<file path="config.mk">
export PLATFORM = sky130hd
export DESIGN_NAME = mem_arbiter
export DESIGN_NICKNAME = d
export VERILOG_FILES = /design/src/rtl/mem_arbiter.sv
export SDC_FILE = /design/constraint.sdc
export NUM_CORES = 1
export LEC_CHECK = 0
export BUFFER_PORTS_ARGS = -buffer_cell sky130_fd_sc_hd__buf_2
export CELL_PAD_IN_SITES_DETAIL_PLACEMENT = 1
export CELL_PAD_IN_SITES_GLOBAL_PLACEMENT = 2
export CORE_MARGIN = 2
export CORE_UTILIZATION = 28
export CTS_CLUSTER_SIZE = 25
export DETAILED_ROUTE_END_ITERATION = 7
export PLACE_DENSITY_LB_ADDON = 0.25
export SKIP_LAST_GASP = 1
export SLEW_MARGIN = 40
export SYNTH_ARGS = -nofsm -noshare
export SYNTH_HDL_FRONTEND = slang
export SYNTH_SLANG_ARGS = --single-unit
</file>
<file path="constraint.sdc">
create_clock -name clk -period 3.1 [get_ports clk]
set_input_delay 0.62 -clock clk [delete_from_list [all_inputs] [get_ports clk]]
set_output_delay 0.62 -clock clk [all_outputs]
set_load 0.03 [all_outputs]
</file>
<file path="src/rtl/mem_arbiter.sv">
// mem_arbiter: shares one cache/ram port between instruction fetch and
// load/store. Each access holds m_addr for LAT cycles (ACCESS). Read data is
// captured at the end of the last ACCESS cycle. The granted port then receives
// a one-cycle ack (DONE).
//
// Ports:
//   clk, reset              - clock; synchronous active-high reset
//   i_req/i_addr            - instruction read request (held until i_ack)
//   i_rdata/i_ack           - registered instruction data, completion pulse
//   d_req/d_we/d_addr/d_wdata - data request (held until d_ack)
//   d_rdata/d_ack           - registered load data, completion pulse
//   m_addr/m_we/m_wdata     - registered address/data and write strobe to memory
//   m_rdata                 - combinational read data from memory
//   busy                    - high in ACCESS and DONE
//
// Build option: define MEM_ARB_RR_EN for round-robin priority on simultaneous
// requests. Otherwise the data port always wins.
module mem_arbiter #(
  parameter int unsigned AW  = 16,
  parameter int unsigned DW  = 32,
  parameter int unsigned LAT = 2
) (
  input  logic          clk,
  input  logic          reset,
  input  logic          i_req,
  input  logic [AW-1:0] i_addr,
  output logic [DW-1:0] i_rdata,
  output logic          i_ack,
  input  logic          d_req,
  input  logic          d_we,
  input  logic [AW-1:0] d_addr,
  input  logic [DW-1:0] d_wdata,
  output logic [DW-1:0] d_rdata,
  output logic          d_ack,
  output logic [AW-1:0] m_addr,
  output logic          m_we,
  output logic [DW-1:0] m_wdata,
  input  logic [DW-1:0] m_rdata,
  output logic          busy
);

  typedef enum logic [1:0] {IDLE, ACCESS, DONE} state_e;

  localparam logic [3:0] CNT_INIT = 4'(LAT - 1);

  state_e        state_q, state_d;
  logic [3:0]    cnt_q, cnt_d;
  logic          gnt_d_q, gnt_d_d;   // 1: data port owns the access in flight
  logic          we_q, we_d;
  logic [AW-1:0] m_addr_q, m_addr_d;
  logic [DW-1:0] m_wdata_q, m_wdata_d;
  logic [DW-1:0] i_rdata_q, i_rdata_d;
  logic [DW-1:0] d_rdata_q, d_rdata_d;
  logic          pick_d;

`ifdef MEM_ARB_RR_EN
  logic last_d_q, last_d_d;          // 1: most recent grant went to data port

  // Under contention the port that was not granted last wins.
  always_comb pick_d = d_req && (!i_req || !last_d_q);
`else
  always_comb pick_d = d_req;
`endif

  always_comb begin
    state_d   = state_q;
    cnt_d     = cnt_q;
    gnt_d_d   = gnt_d_q;
    we_d      = we_q;
    m_addr_d  = m_addr_q;
    m_wdata_d = m_wdata_q;
    i_rdata_d = i_rdata_q;
    d_rdata_d = d_rdata_q;
`ifdef MEM_ARB_RR_EN
    last_d_d  = last_d_q;
`endif
    unique case (state_q)
      IDLE: begin
        if (i_req || d_req) begin
          gnt_d_d  = pick_d;
          we_d     = pick_d && d_we;
          m_addr_d = pick_d ? d_addr : i_addr;
          if (pick_d && d_we) m_wdata_d = d_wdata;
          cnt_d    = CNT_INIT;
          state_d  = ACCESS;
`ifdef MEM_ARB_RR_EN
          last_d_d = pick_d;
`endif
        end
      end
      ACCESS: begin
        if (cnt_q != '0) begin
          cnt_d = cnt_q - 4'd1;
        end else begin
          if (!we_q) begin
            if (gnt_d_q) d_rdata_d = m_rdata;
            else         i_rdata_d = m_rdata;
          end
          state_d = DONE;
        end
      end
      DONE:    state_d = IDLE;
      default: state_d = IDLE;
    endcase
  end

  always_ff @(posedge clk) begin
    if (reset) begin
      state_q   <= IDLE;
      cnt_q     <= '0;
      gnt_d_q   <= 1'b0;
      we_q      <= 1'b0;
      m_addr_q  <= '0;
      m_wdata_q <= '0;
      i_rdata_q <= '0;
      d_rdata_q <= '0;
`ifdef MEM_ARB_RR_EN
      last_d_q  <= 1'b0;
`endif
    end else begin
      state_q   <= state_d;
      cnt_q     <= cnt_d;
      gnt_d_q   <= gnt_d_d;
      we_q      <= we_d;
      m_addr_q  <= m_addr_d;
      m_wdata_q <= m_wdata_d;
      i_rdata_q <= i_rdata_d;
      d_rdata_q <= d_rdata_d;
`ifdef MEM_ARB_RR_EN
      last_d_q  <= last_d_d;
`endif
    end
  end

  // Strobe only in the last ACCESS cycle, so each store produces exactly one write edge.
  assign m_we    = (state_q == ACCESS) && (cnt_q == '0) && we_q;
  assign i_ack   = (state_q == DONE) && !gnt_d_q;
  assign d_ack   = (state_q == DONE) &&  gnt_d_q;
  assign busy    = (state_q != IDLE);
  assign m_addr  = m_addr_q;
  assign m_wdata = m_wdata_q;
  assign i_rdata = i_rdata_q;
  assign d_rdata = d_rdata_q;

endmodule

</file>
# [Yosys cells after proc, flatten, opt, wreduce, memory -nomap -nowiden]
# Cells that the tools add are included.
# Widths: inputs -> output; s select.
[totals] out_inout_bits=116 wordCells=42 reg_bits=120
[op_classes] n_reduce_logical=18 n_mux=7 n_eq_ne=5 bitwise_logic=3 n_addsub=1
[op_table] op="$mux 16" n=1
[op_table] op="$mux 4" n=2
[op_table] op="$pmux 4 s2" n=1
[op_table] op="$reduce_and 4->1" n=2
[op_table] op="$ne 2x2->1 const B" n=3
[op_table] op="$reduce_and 3->1" n=2
[op_table] op="$logic_and 1x1->1" n=5
[op_table] op="$logic_not 4->1" n=1
[op_table] op="$mux 2" n=2
[op_table] op="$pmux 2 s2" n=1
[op_table] op="$reduce_and 2->1" n=2
[op_table] op="$reduce_bool 2->1" n=2
[op_table] op="$reduce_bool 4->1" n=1
[op_table] op="$sub 4x1->4 const B" n=1
[op_table] op="$not 1->1" n=3
[op_table] op="$eq 2x1->1 const B" n=1
[op_table] op="$eq 2x2->1 const B" n=1
[op_table] op="$logic_not 2->1" n=1
[op_table] op="$logic_not 1->1" n=1
[op_table] op="$logic_or 1x1->1" n=1

# [Longest topological paths before layout]
[logic_depth] ltp_word=3 mapped_depth=7 ltp_nobuf=5

# [Worst setup path after synthesis]
# Ideal clock, no wire load.
[synth_timing] path_type="register to output" from="register cnt_q[0]" to="output m_we" path_slack_ns=1.130 arrival_ns=1.350 stages_incl_launch_ff=6 path_cell_list="dfxtp_1 inv_1 ha_1 nor3b_2 buf_2 and3_1"
[synth_between] elab_chain_len=3
[synth_rtl] element="start, declared" line_no="47" rtl="logic [3:0] cnt_q, cnt_d;"
[synth_rtl] element="start signal, assigned" line_no="122" rtl="cnt_q <= cnt_d;"
[synth_rtl] element="$logic_not 4->1" line_no="136" rtl="assign m_we = (state_q == ACCESS) && (cnt_q == '0) && we_q;"
[synth_rtl] element="$logic_and 1x1->1 (2 in a row)" line_no="136"
[synth_rtl] element="end, declared" line_no="36" rtl="output logic m_we,"
# No other way between the ends.

# [Worst setup path after layout]
[layout_timing] from="register state_q[0]" to="output m_we"
[layout_between] elab_chain_len=3
[layout_rtl] element="start, declared" line_no="46" rtl="state_e state_q, state_d;"
[layout_rtl] element="start signal, assigned" line_no="121" rtl="state_q <= state_d;"
[layout_rtl] element="$eq 2x1->1" line_no="136"
[layout_rtl] element="$logic_and 1x1->1 (2 in a row)" line_no="136"
# No other way between the ends.

==> impl_results.md <==
* Outcome: complete, no violations
* Final Cycle Share at 0.7325
* IO Port Bufs at about 220
* Skew-Pair Late Insertion Delay at 410 ps
* Most common cell after layout, fill and taps aside: buf_2
* CTS tree: yes
* GPL Wtd Cong at ~0.75
* Setup Buffers After CTS at 0
* Total area of sequential cells at 2402 um^2
* Min Hold Slack at roughly 440 ps
* PD cells at about 700 nW/um^2
* Switching portion of total power at 0.3142
* Clock sink count at between 100 and 150
* Net Count, Synth at 661
* # setup viols final at 0
* Routed vias at 4835
* Area of the multi-input gates at 2183 um^2
* Root buf cell: clkbuf_16
* Clock power frac at 0.436
* Hold Violations, Final at 0
* Unrepaired setup endpoints after global routing: false
* Total CTS buffers at 17
* Largest net degree at the start of global routing at 70
* Commonest non-fill, non-tap cells in the layout: buf_2 (215), dfxtp_1 (120), a21oi_1 (117)
* Data required, critical path at about 2500 ps
* Fraction of layout cells with a size suffix above 1 at 0.3929
* Hold-fix buffers, CTS at 0
* Via density at 4.904
* H-tree levels at 4
* Max incr delay on CP at around 620 ps
* Initial drt markers at approximately 190
* Hold Crit Class: primary input to flip-flop
* Crit path cell chain: nor2b_1, and3_1, buf_2
* Fillers at approximately 2100
* Delay-heaviest family, CP: flip-flops
* Register area share after synthesis at 0.4956
* CTS-repair resized insts at 0
* Flops & latches, synth at between 100 and 150
* Fmax at 440.4 MHz
* Post-DR wirelength/cell at 16.71 um
* CP Launch Type: flip-flop
* Max Cap Viol at 0
* Final Core Density at 0.3906
* Post-detail-place hpwl at 11380 um
* Worst slew pin tran at between 700 and 800 ps
* Drt pass-1 iters at 4
* Clk slew on worst S/H paths at 60 ps
* Core ar. at approximately 17000 um^2
* Post-DRT Antenna Nets at 0
* I/O pins at between 200 and 250
* Peak VDD IR at 0.3780 mV
* Die footprint at approximately 18000 um^2
* R2R setup slack at approximately 1200 ps
* Fin crit period at roughly 2300 ps
* CP arrival at approximately 1700 ps
* Cell internal pwr at between 0.003 and 0.004 W
* Area Overhead vs Synth at 37.95%
* Setup total negative slack at 0 ps
* DRC viols at 0
* Grt total ovfl at 0
* Yosys cell types at 35
* Net Switching at 0.001469 W
* Combinational fraction of design power at 0.196
* Cell Rows at 48
* Crit Path Category: flip-flop to output port
* Post-Route WL at 16480 um
* Die Span X at ~140 um
* Post-Syn Area at about 4800 um^2
* Tot Pwr at ~0.0047 W
* CP max stage cell: dfxtp_1
* Crit path buffers/inverters at 1
* Die H at 135.6 um
* Initial core utilization at 0.2832
* Reg power frac at 0.368
* Initial antenna violation count at 1
* N_diodes at 0
* Worst Path Max Fanout at 11
* Leak at 2.878 nW
* Synth warn at 0
* Vias in the first global route at 4920
* Layout Skew at around 8.1 ps
* Slew HR at 0.5182
* Clock Tree Buf Depth at 2
* Fin. max-slew vios at 0
* GRT Total Usage at 0.1772
* Final net count at roughly 850
* Mapped Cells at 558
* CP Capture Type: output port
* First-pass GRT wire length at roughly 26000 um
* Mapped Avg Cell Area at between 8 and 9 um^2
[kinds of logic after synthesis]
logic type | count (synthesis) | synth area share
flip-flops | 120 | 0.4956
buffers and inverters | 62 | 0.06195
multiplexers | 16 | 0.03304
AND/OR/NAND/NOR | 153 | 0.1588
adder cells (fa/ha/maj) | 2 | 0.005162
AO/OA/AOI/OAI | 205 | 0.2455
[metrics by stage]
stage          setup slack (ps)  area, um^2  std cells
5_1_grt                   727.8        6686        986
4_1_cts                   807.4        6686        986
3_5_place_dp              984.9        6072        954
2_1_floorplan              1130        4847        558
3_3_place_gp               1018        6052        953
6_report                  829.1        6686        986
[final timing paths]
| kind | to | cells past startpoint | startpoint |
|---|---|---|---|
| max | m_we | 3 | state_q[0] |
| min | m_wdata[6] | 3 | d_wdata[6] |
| min reg2reg | m_wdata[21] | 2 | m_wdata[21] |
| max reg2reg | i_rdata[31] | 3 | state_q[0] |
[synthesized netlist by cell type]
library cell / n / share of area
dfxtp_1: 120 / 0.50
a21oi_1: 117 / 0.12
nand2_1: 65 / 0.050
nand3_1: 64 / 0.066
o21ai_0: 38 / 0.039
o21ai_2: 30 / 0.054
clkbuf_1: 25 / 0.019
buf_2: 24 / 0.025
a211oi_1: 17 / 0.026
mux2i_1: 16 / 0.033
inv_1: 5 / 0.0039
buf_4: 4 / 0.0062
buf_6: 3 / 0.0070
nor2_1: 3 / 0.0023
ha_1: 2 / 0.0052
nand4bb_1: 2 / 0.0046
nor3_1: 2 / 0.0021
nor4bb_1: 2 / 0.0041
or3_1: 2 / 0.0026
or4_1: 2 / 0.0031
a21o_1: 1 / 0.0015
a22oi_1: 1 / 0.0015
and3_1: 1 / 0.0013
and3b_1: 1 / 0.0018
buf_1: 1 / 0.00077
nand2b_4: 1 / 0.0028
nor2_2: 1 / 0.0013
nor2b_1: 1 / 0.0013
nor3b_1: 1 / 0.0015
nor3b_2: 1 / 0.0026
nor4b_4: 1 / 0.0049
o221ai_1: 1 / 0.0018
or2_2: 1 / 0.0013
or3b_1: 1 / 0.0018
or4b_4: 1 / 0.0028
[metal layers]
metal / vias to the layer above / track usage / share of wire
li1: 2362 / - / -
met1: 2305 / 0.2120 / 0.43
met2: 153 / 0.2963 / 0.48
met3: 13 / 0.07295 / 0.082
met4: 2 / 0.04225 / 0.0090
met5: - / 0 / 0.00067
[power groups by stage]
stage / combinational, W / clock, W / sequential (W)
CTS: 0.000928 / 0.00209 / 0.00172
finish: 0.000915 / 0.00204 / 0.00172
global route: 0.000999 / 0.00216 / 0.00173
floorplan: 0.000457 / 0 / 0.00192
detailed placement: 0.000927 / 0 / 0.00175
global placement: 0.000897 / 0 / 0.00175
[worst register-to-register path: stages (launching register included)]
cell,delay [ps]
dfxtp_1,620
or4b_4,820
o21ai_0,260
a21oi_1,90
[layout make-up]
type                    count  area share
flip-flops and latches    120      0.3593
multi-input cells         376      0.3265
repair buffers            228      0.1774
clock buffers              18     0.06568
well taps                 225     0.04210
clock inverters            14     0.02620
inverters                   5    0.002807
[state kept, by name, indices dropped and copies added, names as in the netlist]
register / flops
cnt_q: 4
gnt_d_q: 1
m_addr: 16
d_rdata: 32
m_wdata: 32
we_q: 1
i_rdata: 32
state_q: 2
Power figures use the tool's default switching activity.
